$ cat src/rtl/arp_pkg.sv
// rtl/arp_pkg.sv - shared widths, special IPs and request FSM encoding for the ARP cache
package arp_pkg;

  localparam int IP_W  = 32;
  localparam int MAC_W = 48;

  localparam logic [IP_W-1:0] IP_ZERO  = 32'h0000_0000;
  localparam logic [IP_W-1:0] IP_BCAST = 32'hFFFF_FFFF;

  typedef enum logic [1:0] {
    R_IDLE  = 2'd0,
    R_ISSUE = 2'd1,
    R_WAIT  = 2'd2
  } req_state_e;

  // Addresses that must never be learned into the cache.
  function automatic logic ip_is_special(input logic [IP_W-1:0] ip);
    return (ip == IP_ZERO) || (ip == IP_BCAST);
  endfunction

endpackage

$ cat src/rtl/arp_cache_victim_sel.sv
// rtl/arp_cache_victim_sel.sv - picks the lowest free slot and the oldest slot of the ARP cache
module arp_cache_victim_sel #(
  parameter int P_DEPTH = 8,
  parameter int P_AGE_W = 8,
  parameter int P_FIRST = 0
) (
  input  logic [P_DEPTH-1:0]              i_valid,
  input  logic [P_DEPTH-1:0][P_AGE_W-1:0] i_age,
  output logic [$clog2(P_DEPTH)-1:0]      o_free_idx,
  output logic [$clog2(P_DEPTH)-1:0]      o_oldest_idx,
  output logic                            o_full
);

  localparam int IW = $clog2(P_DEPTH);

  logic [P_AGE_W-1:0] best_age;

  // Free scan runs downward so the lowest invalid index is written last;
  // oldest scan uses strict '>' so the lowest index wins on equal ages.
  always_comb begin
    o_free_idx   = IW'(P_FIRST);
    o_oldest_idx = IW'(P_FIRST);
    best_age     = i_age[P_FIRST];
    o_full       = &i_valid;
    for (int i = P_DEPTH - 1; i >= P_FIRST; i--) begin
      if (!i_valid[i]) o_free_idx = IW'(i);
    end
    for (int i = P_FIRST + 1; i < P_DEPTH; i++) begin
      if (i_age[i] > best_age) begin
        best_age     = i_age[i];
        o_oldest_idx = IW'(i);
      end
    end
  end

endmodule

$ cat src/rtl/arp_cache_ctrl.sv
// rtl/arp_cache_ctrl.sv - multi-entry ARP cache with aging, eviction and request retries (optional ARP_STATIC_ENTRY_EN)
module arp_cache_ctrl
  import arp_pkg::*;
#(
  parameter int          P_DEPTH       = 8,
  parameter int          P_AGE_W       = 8,
  parameter int          P_AGE_MAX     = 200,
  parameter int          P_RETRY_MAX   = 3,
  parameter int          P_RETRY_TICKS = 2,
  parameter logic [31:0] P_STATIC_IP   = {8'd192, 8'd168, 8'd10, 8'd0},
  parameter logic [47:0] P_STATIC_MAC  = 48'hFF_FF_FF_FF_FF_FF
) (
  input  logic                     i_clk,
  input  logic                     i_rst,
  input  logic [31:0]              i_seek_ip,
  input  logic                     i_seek_valid,
  output logic [47:0]              o_tab_dst_mac,
  output logic                     o_tab_dst_valid,
  output logic                     o_tab_hit,
  input  logic [31:0]              i_updata_ip,
  input  logic [47:0]              i_updata_mac,
  input  logic                     i_updata_valid,
  input  logic                     i_age_tick,
  output logic [31:0]              o_req_ip,
  output logic                     o_req_valid,
  input  logic                     i_req_ready,
  output logic                     o_req_fail,
  output logic [$clog2(P_DEPTH):0] o_entry_count
);

`ifdef ARP_STATIC_ENTRY_EN
  localparam bit STATIC_EN = 1'b1;
`else
  localparam bit STATIC_EN = 1'b0;
`endif
  localparam int FIRST = STATIC_EN ? 1 : 0;
  localparam int IW    = $clog2(P_DEPTH);
  localparam int CW    = IW + 1;
  localparam int TCW   = $clog2(P_RETRY_TICKS + 1);
  localparam int RCW   = $clog2(P_RETRY_MAX + 2);

  // Input stage
  logic             upd_accept;
  logic             upd_valid_q;
  logic [IP_W-1:0]  upd_ip_q;
  logic [MAC_W-1:0] upd_mac_q;
  logic             tick_q;
  logic             seek_valid_q;
  logic [IP_W-1:0]  seek_ip_q;

  // Table
  logic [P_DEPTH-1:0]              valid_q, valid_d;
  logic [P_DEPTH-1:0][IP_W-1:0]    ip_q, ip_d;
  logic [P_DEPTH-1:0][MAC_W-1:0]   mac_q, mac_d;
  logic [P_DEPTH-1:0][P_AGE_W-1:0] age_q, age_d;
  logic [IW-1:0]                   free_idx, oldest_idx, upd_idx, wr_idx;
  logic                            full, upd_hit;

  // Lookup result and occupancy
  logic             seek_hit;
  logic [MAC_W-1:0] seek_mac;
  logic             res_valid_q, res_hit_q;
  logic [MAC_W-1:0] res_mac_q;
  logic [IP_W-1:0]  res_ip_q;
  logic [CW-1:0]    count_d, count_q;

  // Request FSM
  req_state_e      state_q, state_d;
  logic [IP_W-1:0] req_ip_q, req_ip_d;
  logic [RCW-1:0]  retry_q, retry_d;
  logic [TCW-1:0]  tcnt_q, tcnt_d;
  logic            fail_q, fail_d;
  logic            reply;

  assign upd_accept = i_updata_valid && !ip_is_special(i_updata_ip)
                      && !(STATIC_EN && (i_updata_ip == P_STATIC_IP));

  // Lookups and table writes are both registered here, so a lookup in the
  // same cycle as an update compares against the table before the write.
  always_ff @(posedge i_clk) begin
    if (!i_rst) begin
      upd_valid_q  <= 1'b0;
      upd_ip_q     <= '0;
      upd_mac_q    <= '0;
      tick_q       <= 1'b0;
      seek_valid_q <= 1'b0;
      seek_ip_q    <= '0;
    end else begin
      upd_valid_q  <= upd_accept;
      upd_ip_q     <= i_updata_ip;
      upd_mac_q    <= i_updata_mac;
      tick_q       <= i_age_tick;
      seek_valid_q <= i_seek_valid;
      seek_ip_q    <= i_seek_ip;
    end
  end

  arp_cache_victim_sel #(
    .P_DEPTH (P_DEPTH),
    .P_AGE_W (P_AGE_W),
    .P_FIRST (FIRST)
  ) u_victim_sel (
    .i_valid      (valid_q),
    .i_age        (age_q),
    .o_free_idx   (free_idx),
    .o_oldest_idx (oldest_idx),
    .o_full       (full)
  );

  // Dedupe: locate an existing entry for the incoming IP (lowest index).
  always_comb begin
    upd_hit = 1'b0;
    upd_idx = '0;
    for (int i = P_DEPTH - 1; i >= 0; i--) begin
      if (valid_q[i] && (ip_q[i] == upd_ip_q)) begin
        upd_hit = 1'b1;
        upd_idx = IW'(i);
      end
    end
  end

  assign wr_idx = upd_hit ? upd_idx : (full ? oldest_idx : free_idx);

  // Age dynamic entries on a tick, expire them at the limit, then apply the
  // update last so it wins over a coincident tick on the same slot.
  always_comb begin
    valid_d = valid_q;
    ip_d    = ip_q;
    mac_d   = mac_q;
    age_d   = age_q;
    if (tick_q) begin
      for (int i = FIRST; i < P_DEPTH; i++) begin
        if (valid_q[i]) begin
          if (age_q[i] != '1) age_d[i] = age_q[i] + 1'b1;
          if (age_d[i] >= P_AGE_W'(P_AGE_MAX)) begin
            valid_d[i] = 1'b0;
            age_d[i]   = '0;
          end
        end
      end
    end
    if (upd_valid_q) begin
      valid_d[wr_idx] = 1'b1;
      ip_d[wr_idx]    = upd_ip_q;
      mac_d[wr_idx]   = upd_mac_q;
      age_d[wr_idx]   = '0;
    end
  end

  // Table storage; entry 0 comes out of reset holding the static binding when enabled.
  always_ff @(posedge i_clk) begin
    if (!i_rst) begin
      valid_q    <= '0;
      ip_q       <= '0;
      mac_q      <= '0;
      age_q      <= '0;
      valid_q[0] <= STATIC_EN;
      ip_q[0]    <= STATIC_EN ? P_STATIC_IP : IP_ZERO;
      mac_q[0]   <= STATIC_EN ? P_STATIC_MAC : '0;
    end else begin
      valid_q <= valid_d;
      ip_q    <= ip_d;
      mac_q   <= mac_d;
      age_q   <= age_d;
    end
  end

  // Parallel compare of the registered seek IP plus occupancy count.
  always_comb begin
    seek_hit = 1'b0;
    seek_mac = '0;
    count_d  = '0;
    for (int i = P_DEPTH - 1; i >= 0; i--) begin
      if (valid_q[i] && (ip_q[i] == seek_ip_q)) begin
        seek_hit = 1'b1;
        seek_mac = mac_q[i];
      end
      count_d = count_d + CW'(valid_q[i]);
    end
  end

  // Result stage: lands two cycles after the seek strobe.
  always_ff @(posedge i_clk) begin
    if (!i_rst) begin
      res_valid_q <= 1'b0;
      res_hit_q   <= 1'b0;
      res_mac_q   <= '0;
      res_ip_q    <= '0;
      count_q     <= '0;
    end else begin
      res_valid_q <= seek_valid_q;
      res_hit_q   <= seek_valid_q && seek_hit;
      res_mac_q   <= (seek_valid_q && seek_hit) ? seek_mac : '0;
      res_ip_q    <= seek_ip_q;
      count_q     <= count_d;
    end
  end

  assign reply = upd_valid_q && (upd_ip_q == req_ip_q);

  // Request FSM next state: issue, wait a number of ticks, retry or give up.
  always_comb begin
    state_d  = state_q;
    req_ip_d = req_ip_q;
    retry_d  = retry_q;
    tcnt_d   = tcnt_q;
    fail_d   = 1'b0;
    case (state_q)
      R_IDLE: begin
        if (res_valid_q && !res_hit_q) begin
          req_ip_d = res_ip_q;
          retry_d  = '0;
          state_d  = R_ISSUE;
        end
      end
      R_ISSUE: begin
        if (reply) begin
          state_d = R_IDLE;
        end else if (i_req_ready) begin
          tcnt_d  = '0;
          state_d = R_WAIT;
        end
      end
      R_WAIT: begin
        if (reply) begin
          state_d = R_IDLE;
        end else if (i_age_tick) begin
          if (tcnt_q == TCW'(P_RETRY_TICKS - 1)) begin
            if (retry_q < RCW'(P_RETRY_MAX)) begin
              retry_d = retry_q + 1'b1;
              state_d = R_ISSUE;
            end else begin
              fail_d  = 1'b1;
              state_d = R_IDLE;
            end
          end else begin
            tcnt_d = tcnt_q + 1'b1;
          end
        end
      end
      default: state_d = R_IDLE;
    endcase
  end

  // Request FSM state and its registered companions.
  always_ff @(posedge i_clk) begin
    if (!i_rst) begin
      state_q  <= R_IDLE;
      req_ip_q <= '0;
      retry_q  <= '0;
      tcnt_q   <= '0;
      fail_q   <= 1'b0;
    end else begin
      state_q  <= state_d;
      req_ip_q <= req_ip_d;
      retry_q  <= retry_d;
      tcnt_q   <= tcnt_d;
      fail_q   <= fail_d;
    end
  end

  assign o_tab_dst_valid = res_valid_q;
  assign o_tab_hit       = res_hit_q;
  assign o_tab_dst_mac   = res_mac_q;
  assign o_req_valid     = (state_q == R_ISSUE);
  assign o_req_ip        = req_ip_q;
  assign o_req_fail      = fail_q;
  assign o_entry_count   = count_q;

endmodule

$ cat config.mk
export PLATFORM = sky130hd
export DESIGN_NAME = arp_cache_ctrl
export DESIGN_NICKNAME = d
export VERILOG_FILES = /design/src/rtl/arp_pkg.sv /design/src/rtl/arp_cache_victim_sel.sv /design/src/rtl/arp_cache_ctrl.sv
export SDC_FILE = /design/constraint.sdc
export NUM_CORES = 2
export LEC_CHECK = 0
export ABC_AREA = 1
export CAP_MARGIN = 20
export CORE_MARGIN = 3
export CORE_UTILIZATION = 45
export DETAILED_ROUTE_END_ITERATION = 7
export PLACE_DENSITY = 0.67
export SETUP_SLACK_MARGIN = 0.3
export SLEW_MARGIN = 20
export SYNTH_ARGS = -nofsm -noshare
export SYNTH_HDL_FRONTEND = slang
export SYNTH_SLANG_ARGS = --single-unit
$ cat constraint.sdc
create_clock -name i_clk -period 13.7 [get_ports i_clk]
set_input_delay 2.74 -clock i_clk [delete_from_list [all_inputs] [get_ports i_clk]]
set_output_delay 2.74 -clock i_clk [all_outputs]
set_load 0.005 [all_outputs]
# --- Yosys cells after proc, flatten, opt, wreduce, memory -nomap -nowiden ---
# Index checks and enable logic that the tools add are counted.
word_totals:
  romBits: 0
  mem_bits_rw: 0
  n_memories: 0
  regBits: 953
  latchBits: 0
  output_inout_bits: 88
  input_bits: 118
op_classes:
  reduce_logical: 35
  bitwise: 7
  order_cmp: 18
  mux: 146
  eq_ne: 40
  div_mod_pow: 0
  mul: 0
  addsub: 17
  shift: 0
op_table:
  columns: ["operator", "count"]
  rows:
  - ["$eq 32x32->1", 17]
  - ["$mux 48", 9]
  - ["$mux 8", 49]
  - ["$bwmux 384", 1]
  - ["$bwmux 256", 1]
  - ["$demux 48 s3", 1]
  - ["$mux 64", 2]
  - ["$demux 32 s3", 1]
  - ["$mux 3", 27]
  - ["$add 8x1->8 const B", 8]
  - ["$and 64x64->64", 1]
  - ["$ge 8x8->1 const B", 8]
  - ["$ne 8x8->1 const B", 8]
  - ["$not 64->64", 1]
  - ["$gt 8x8->1", 7]
  - ["$mux 1", 36]
  - ["$eq 32x32->1 const B", 1]
  - ["$logic_not 32->1", 1]
  - ["$mux 32", 1]
  - ["$mux 2", 13]
  - ["$demux 8 s3", 1]
  - ["$logic_and 1x1->1", 21]
  - ["$add 4x1->4", 4]
  - ["$ne 2x2->1 const B", 7]
  - ["28 further kinds", 37]

# --- Logic depth before layout (Yosys ltp) ---
depth:
  depth_word: 23
  ltp_mapped: 88

# --- Modules after synthesis ---
# From an unflattened synthesis, not the netlist that was laid out.
hier_totals:
  cells_unflattened: 8799
  hier_area_um2: 54229.5
modules_own_cells:
  columns: ["mod", "area_each_um2", "cells_per_inst", "instances"]
  rows:
  - ["arp_cache_ctrl", 52061.2, 8426, 1]
  - ["arp_cache_victim_sel", 2168.3, 373, 1]

# --- Least setup slack after synthesis ---
# No wires, ideal clock.
synth_path:
  path_type: "reg2reg"
  start: "register age_q[7] (netlist bit)"
  end: "register ip_q[108] (netlist bit)"
  t_arrival_ns: 10.152
  setup_slack_ns: 3.435
  path_stages_with_launch: 74
  path_buffers: 8
  period_less_slack_ns: 10.265
  required_time_ns: 13.587
  cell_sequence: "dfxtp_1 -> inv_1 -> ha_1 -> a21o_1 -> nor2_1 -> nand2_2 -> nand2_2 -> clkbuf_1 -> o21ai_0 -> ha_1 -> nand2_1 -> inv_1 -> nand3_1 -> nor2_1 -> nand4_1 -> nand2_4 -> clkbuf_1 -> nand2_1 -> [38 not listed] -> nor2_1 -> a211oi_1 -> nor2_1 -> o32a_1 -> inv_1 -> nand2_1 -> nor2_1 -> nand2_1 -> nand2_1 -> nand2_1 -> nand2_1 -> inv_1 -> nor2_1 -> nand2_1 -> buf_6 -> buf_4 -> nor2_1 -> nor2_1"
synth_via:
  elab_chain_len: 21
synth_rtl:
  columns: ["item", "line_no", "rtl"]
  rows:
  - ["from (decl)", "arp_cache_ctrl.sv:55", "logic [P_DEPTH-1:0][P_AGE_W-1:0] age_q, age_d;"]
  - ["from (signal assigned)", "arp_cache_ctrl.sv:164", "age_q <= age_d;"]
  - ["$gt 8x8->1", "arp_cache_victim_sel.sv:29", "if (i_age[i] > best_age) begin"]
  - ["$mux 8", "arp_cache_victim_sel.sv:29", null]
  - ["$gt 8x8->1", "arp_cache_victim_sel.sv:29", null]
  - ["$mux 8", "arp_cache_victim_sel.sv:29", null]
  - ["$gt 8x8->1", "arp_cache_victim_sel.sv:29", null]
  - ["$mux 8", "arp_cache_victim_sel.sv:29", null]
  - ["$gt 8x8->1", "arp_cache_victim_sel.sv:29", null]
  - ["$mux 8", "arp_cache_victim_sel.sv:29", null]
  - ["[4 not listed]", null, null]
  - ["$gt 8x8->1", "arp_cache_victim_sel.sv:29", null]
  - ["$mux 3 *", "arp_cache_victim_sel.sv:29", null]
  - ["$mux 3 * (2 in series)", "arp_cache_ctrl.sv:122", "assign wr_idx = upd_hit ? upd_idx : (full ? oldest_idx : free_idx);"]
  - ["$lt 3x4->1 (not written as such) / $ge 3x1->1 (equally long branches)", "arp_cache_ctrl.sv:144", "ip_d[wr_idx] = upd_ip_q;"]
  - ["$logic_and 1x1->1 (not written as such)", "arp_cache_ctrl.sv:144", null]
  - ["$mux 32 (not written as such)", "arp_cache_ctrl.sv:144", null]
  - ["$demux 32 s3 *", "arp_cache_ctrl.sv:144", null]
  - ["$bwmux 256 *", "arp_cache_ctrl.sv:144", null]
  - ["to (signal assigned)", "arp_cache_ctrl.sv:162", "ip_q <= ip_d;"]
  - ["to (decl)", "arp_cache_ctrl.sv:53", "logic [P_DEPTH-1:0][IP_W-1:0] ip_q, ip_d;"]
# Mark *: on every way between the ends. The rest lies on a longest branch, timed or not.
# A chain may end at the register's enable or synchronous reset.

# --- Worst setup path in the final report ---
layout_path:
  start: "register age_q[6] (netlist bit)"
  end: "register mac_q[99] (netlist bit)"
layout_via:
  elab_chain_len: 21
layout_rtl:
  columns: ["item", "line_no", "rtl"]
  rows:
  - ["$gt 8x8->1", "arp_cache_victim_sel.sv:29", null]
  - ["$mux 8", "arp_cache_victim_sel.sv:29", null]
  - ["$gt 8x8->1", "arp_cache_victim_sel.sv:29", null]
  - ["$mux 8", "arp_cache_victim_sel.sv:29", null]
  - ["$gt 8x8->1", "arp_cache_victim_sel.sv:29", null]
  - ["$mux 8", "arp_cache_victim_sel.sv:29", null]
  - ["$gt 8x8->1", "arp_cache_victim_sel.sv:29", null]
  - ["$mux 8", "arp_cache_victim_sel.sv:29", null]
  - ["[4 not listed]", null, null]
  - ["$gt 8x8->1", "arp_cache_victim_sel.sv:29", null]
  - ["$mux 3 *", "arp_cache_victim_sel.sv:29", null]
  - ["$mux 3 * (2 in series)", "arp_cache_ctrl.sv:122", null]
  - ["$lt 3x4->1 (not written as such) / $ge 3x1->1 (equally long branches)", "arp_cache_ctrl.sv:145", "mac_d[wr_idx] = upd_mac_q;"]
  - ["$logic_and 1x1->1 (not written as such)", "arp_cache_ctrl.sv:145", null]
  - ["$mux 48 (not written as such)", "arp_cache_ctrl.sv:145", null]
  - ["$demux 48 s3 *", "arp_cache_ctrl.sv:145", null]
  - ["$bwmux 384 *", "arp_cache_ctrl.sv:145", null]
  - ["to (signal assigned)", "arp_cache_ctrl.sv:163", "mac_q <= mac_d;"]
  - ["to (decl)", "arp_cache_ctrl.sv:54", "logic [P_DEPTH-1:0][MAC_W-1:0] mac_q, mac_d;"]
# Marked as above.

==> metrics.md <==
| Metric | Value |
|---|---|
| Global Route Usage Sum | `0.3163` |
| Yosys reg bits | `953` |
| Gpl congestion | `1.017` |
| Die Span X | `333.8 um` |
| Max_cap viols | `0` |
| CP required | `~14 ns` |
| Design Power | `between 7 and 8 mW` |
| Pin count of the biggest net entering global routing | `about 190` |
| Leading area contributor after synthesis | `dfxtp_1` |
| Critical-path top delay cell | `buf_4` |
| CP arrival | `12.35 ns` |
| Drt wl/cell | `20.50 um` |
| CP endpoint kind | `flip-flop` |
| Largest family of logic cells by synthesized area | `simple AND/OR/NAND/NOR gates` |
| Final hold violations | `0` |
| # H-tree levels | `3` |
| Status | `complete, but fails checks` |
| Synth area leaders | `dfxtp_1 (39%), nand2_1 (16%), nor2_1 (12%)` |
| Root buffer selected by CTS | `clkbuf_16` |
| Yosys warns | `0` |
| CP most frequent cell | `nand2_1` |
| Reg clk slew, reported paths | `approximately 0.060 ns` |
| Worst hold-check path type | `flip-flop to flip-flop` |
| Sequential area share after synthesis | `0.3946` |
| Final Routed Wirelength | `182900 um` |
| Final Setup Violations | `0` |
| CTS Buf Count | `about 100` |
| 1st-iter DRT viols | `between 6000 and 7000` |
| Setup Skew | `between 0.07 and 0.08 ns` |
| Area grow syn2layout | `13.11%` |
| CP Class | `flip-flop to flip-flop` |
| Worst vdd ir | `approximately 120 uV` |
| # IOs | `a little over 200` |
| Aggregate global routing overflow | `0` |
| Final WS setup | `roughly 2.0 ns` |
| Setup WS pre-CTS | `between 1.5 and 2 ns` |
| IO buf count | `205` |
| Die area | `between 0.1 and 0.15 sq mm` |
| Worst-Skew Late Latency | `between 0.7 and 0.8 ns` |
| Violated checks | `design-rule violations` |
| Slew headroom | `0.2151` |
| Synth Area per Inst | `6.460 sq um` |
| CTS tree | `yes` |
| Row cnt | `119` |
| Crit path time final | `approximately 12 ns` |
| Via count | `48519` |
| Post-Synth Simple-Gate Area | `0.3130` |
| Slew @ Worst Pin | `roughly 1.2 ns` |
| Vias in the first global route | `43750` |
| Setup TNS | `0 ns` |
| Synth top area share | `0.3946` |
| Final Slew Violations | `0` |
| Initial antenna violation count | `10` |
| Complex-gate fraction of the synthesized area | `0.1187` |
| Synthesized instance count | `7483` |
| Synthesized cell area | `between 0.04 and 0.05 sq mm` |
| First-pass GRT wire length | `272100 um` |
| Post-synth EDFFs | `0` |
| Synth Flop Type | `dfxtp_1` |
| Initial Utilization | `0.4560` |
| Hold Slack | `0.4462 ns` |
| Vert. Die Dim | `333.8 um` |
| Vias per Instance | `approximately 5.4` |
| RSZ-0062 raised after global routing | `no` |
| Core footprint | `0.1060 sq mm` |
| Asr flop ratio synth | `0` |
| Post-Synth Adder-Cell Area | `0.01874` |
| Commonest non-fill, non-tap cell in the layout | `nand2_1` |
| DPL Wire Length | `114900 um` |
| Unique masters post-synth | `51` |
| Share of cells above drive strength 1 | `0.04279` |
| Clock Path Buffers | `3` |
| Power density over the cells | `129.4 mW/mm^2` |
| Drt first pass iters | `8` |
| Peak fanout along the critical path | `90` |
| Cts hold-fix bufs | `0` |
| Syn Nets | `between 7000 and 8000` |
| Nets | `7628` |
| Leak pwr | `27.43 nW` |
| Synth Area in XOR/XNOR | `0.03152` |
| Residual DRC count | `2` |
| Fin crit share | `0.8559` |
| Mux contribution to synthesized area | `0` |
| Commonest non-fill, non-tap cells in the layout | `nand2_1 (2011), nor2_1 (1488), inv_1 (1043), dfxtp_1 (949), o22ai_1 (317)` |
| Fmax | `85.29 MHz` |
| Worst Setup Start Kind | `flip-flop` |
| CP max stage delay | `0.61 ns` |
| Antenna-violating nets left | `0` |
| CTS Sinks | `~950` |
[routing by layer]
layer / up-vias / track usage / part of all wire
met5: - / 0 / 0.00026
met4: 6 / 0.1644 / 0.065
met3: 733 / 0.08820 / 0.12
met2: 2461 / 0.4666 / 0.41
met1: 22132 / 0.4218 / 0.41
li1: 23187 / - / -
[registers in the layout, summed over array words and instances, names as in the netlist]
register         count
retry_q              3
o_tab_dst_mac       48
upd_valid_q          1
tcnt_q               2
o_entry_count        4
state_q              2
seek_ip_q           32
age_q               64
seek_valid_q         1
valid_q              8
o_req_fail           1
res_ip_q            32
ip_q               256
tick_q               1
upd_ip_q            32
upd_mac_q           48
o_tab_dst_valid      1
mac_q              384
o_tab_hit            1
o_req_ip            32
[where the power goes]
group	switching (mW)	total [mW]	internal, mW
Sequential	0.0761	2.92	2.84
Combinational	0.848	1.29	0.445
Clock	1.24	2.86	1.63
[cell usage after synthesis (all sizes together) (2+ instances only)]
| cell type | count |
|---|---|
| or2 | 2 |
| a211oi | 22 |
| or4 | 17 |
| inv | 1046 |
| nand3 | 87 |
| a221o | 46 |
| a21oi | 202 |
| nor2 | 1491 |
| o221ai | 3 |
| and3 | 4 |
| dfxtp | 953 |
| and2 | 2 |
| xor2 | 109 |
| clkinv | 16 |
| o22ai | 317 |
| nand4 | 63 |
| o21ai | 215 |
| o211ai | 4 |
| o2111ai | 19 |
| buf | 173 |
| a221oi | 74 |
| ha | 66 |
| nor4b | 8 |
| nor3 | 38 |
| o21bai | 5 |
| nor4 | 86 |
| clkbuf | 295 |
| fa | 4 |
| a2111oi | 8 |
| xnor2 | 65 |
| nand3b | 4 |
| nand2 | 2032 |
[cell families (layout without fill, tap and decap cells)]
group                      count (synthesis)  in the layout
xor gates and xnor gates                 174            174
and+or+nand+nor                         3835           3835
AOI/OAI and AO/OA                        921            921
buffers and inverters                   1530           1573
DFF                                      953            953
adders and majority gates                 70             70
other                                      0              4
[final timing paths]
| path | cells past startpoint | start | endpoint | slack [ns] |
|---|---|---|---|---|
| hold / removal | 2 | res_ip_q[30] | o_req_ip[30] | 0.45 |
| setup / recovery | 67 | age_q[6] | mac_q[99] | 1.97 |
| setup reg to reg | 67 | age_q[6] | mac_q[99] | 1.97 |
| hold reg to reg | 2 | res_ip_q[30] | o_req_ip[30] | 0.45 |
[worst max-delay path, delay by kind of cell (launching register included)]
kind	cells	cell delay, ns
AND/OR/NAND/NOR	35	4.38
AO/OA/AOI/OAI	19	3.73
adder cells (fa/ha/maj)	7	2.15
flip-flops	1	0.37
buffers and inverters	6	0.97
[timing repair]
item / 4_1_cts / 5_1_grt
endpoints found under the hold margin: 0 / 0
resized for setup: 0 / 2
setup buffers: 0 / 0
setup endpoints to repair: 0 / 45
[cell type report]
class / instances / area (sq um)
tap: 1391 / 1740
clock buffer: 153 / 3015
clock inverter: 38 / 437.9
inverter: 1062 / 3988
timing repair buffer: 320 / 2955
sequential: 953 / 19080
fill: 10523 / 51330
antenna: 4 / 10.01
multi-input combinational: 5000 / 23450
[stage by stage]
step / area (sq um) / util / std cells
2_1_floorplan: 48340 / - / 7483
3_3_place_gp: 51190 / 0.4829 / 8725
3_5_place_dp: 51190 / 0.4829 / 8725
4_1_cts: 54640 / 0.5154 / 8916
5_1_grt: 54670 / 0.5157 / 8917
6_report: 54680 / 0.5158 / 8921
No activity file was read; power rests on OpenSTA's default activity.
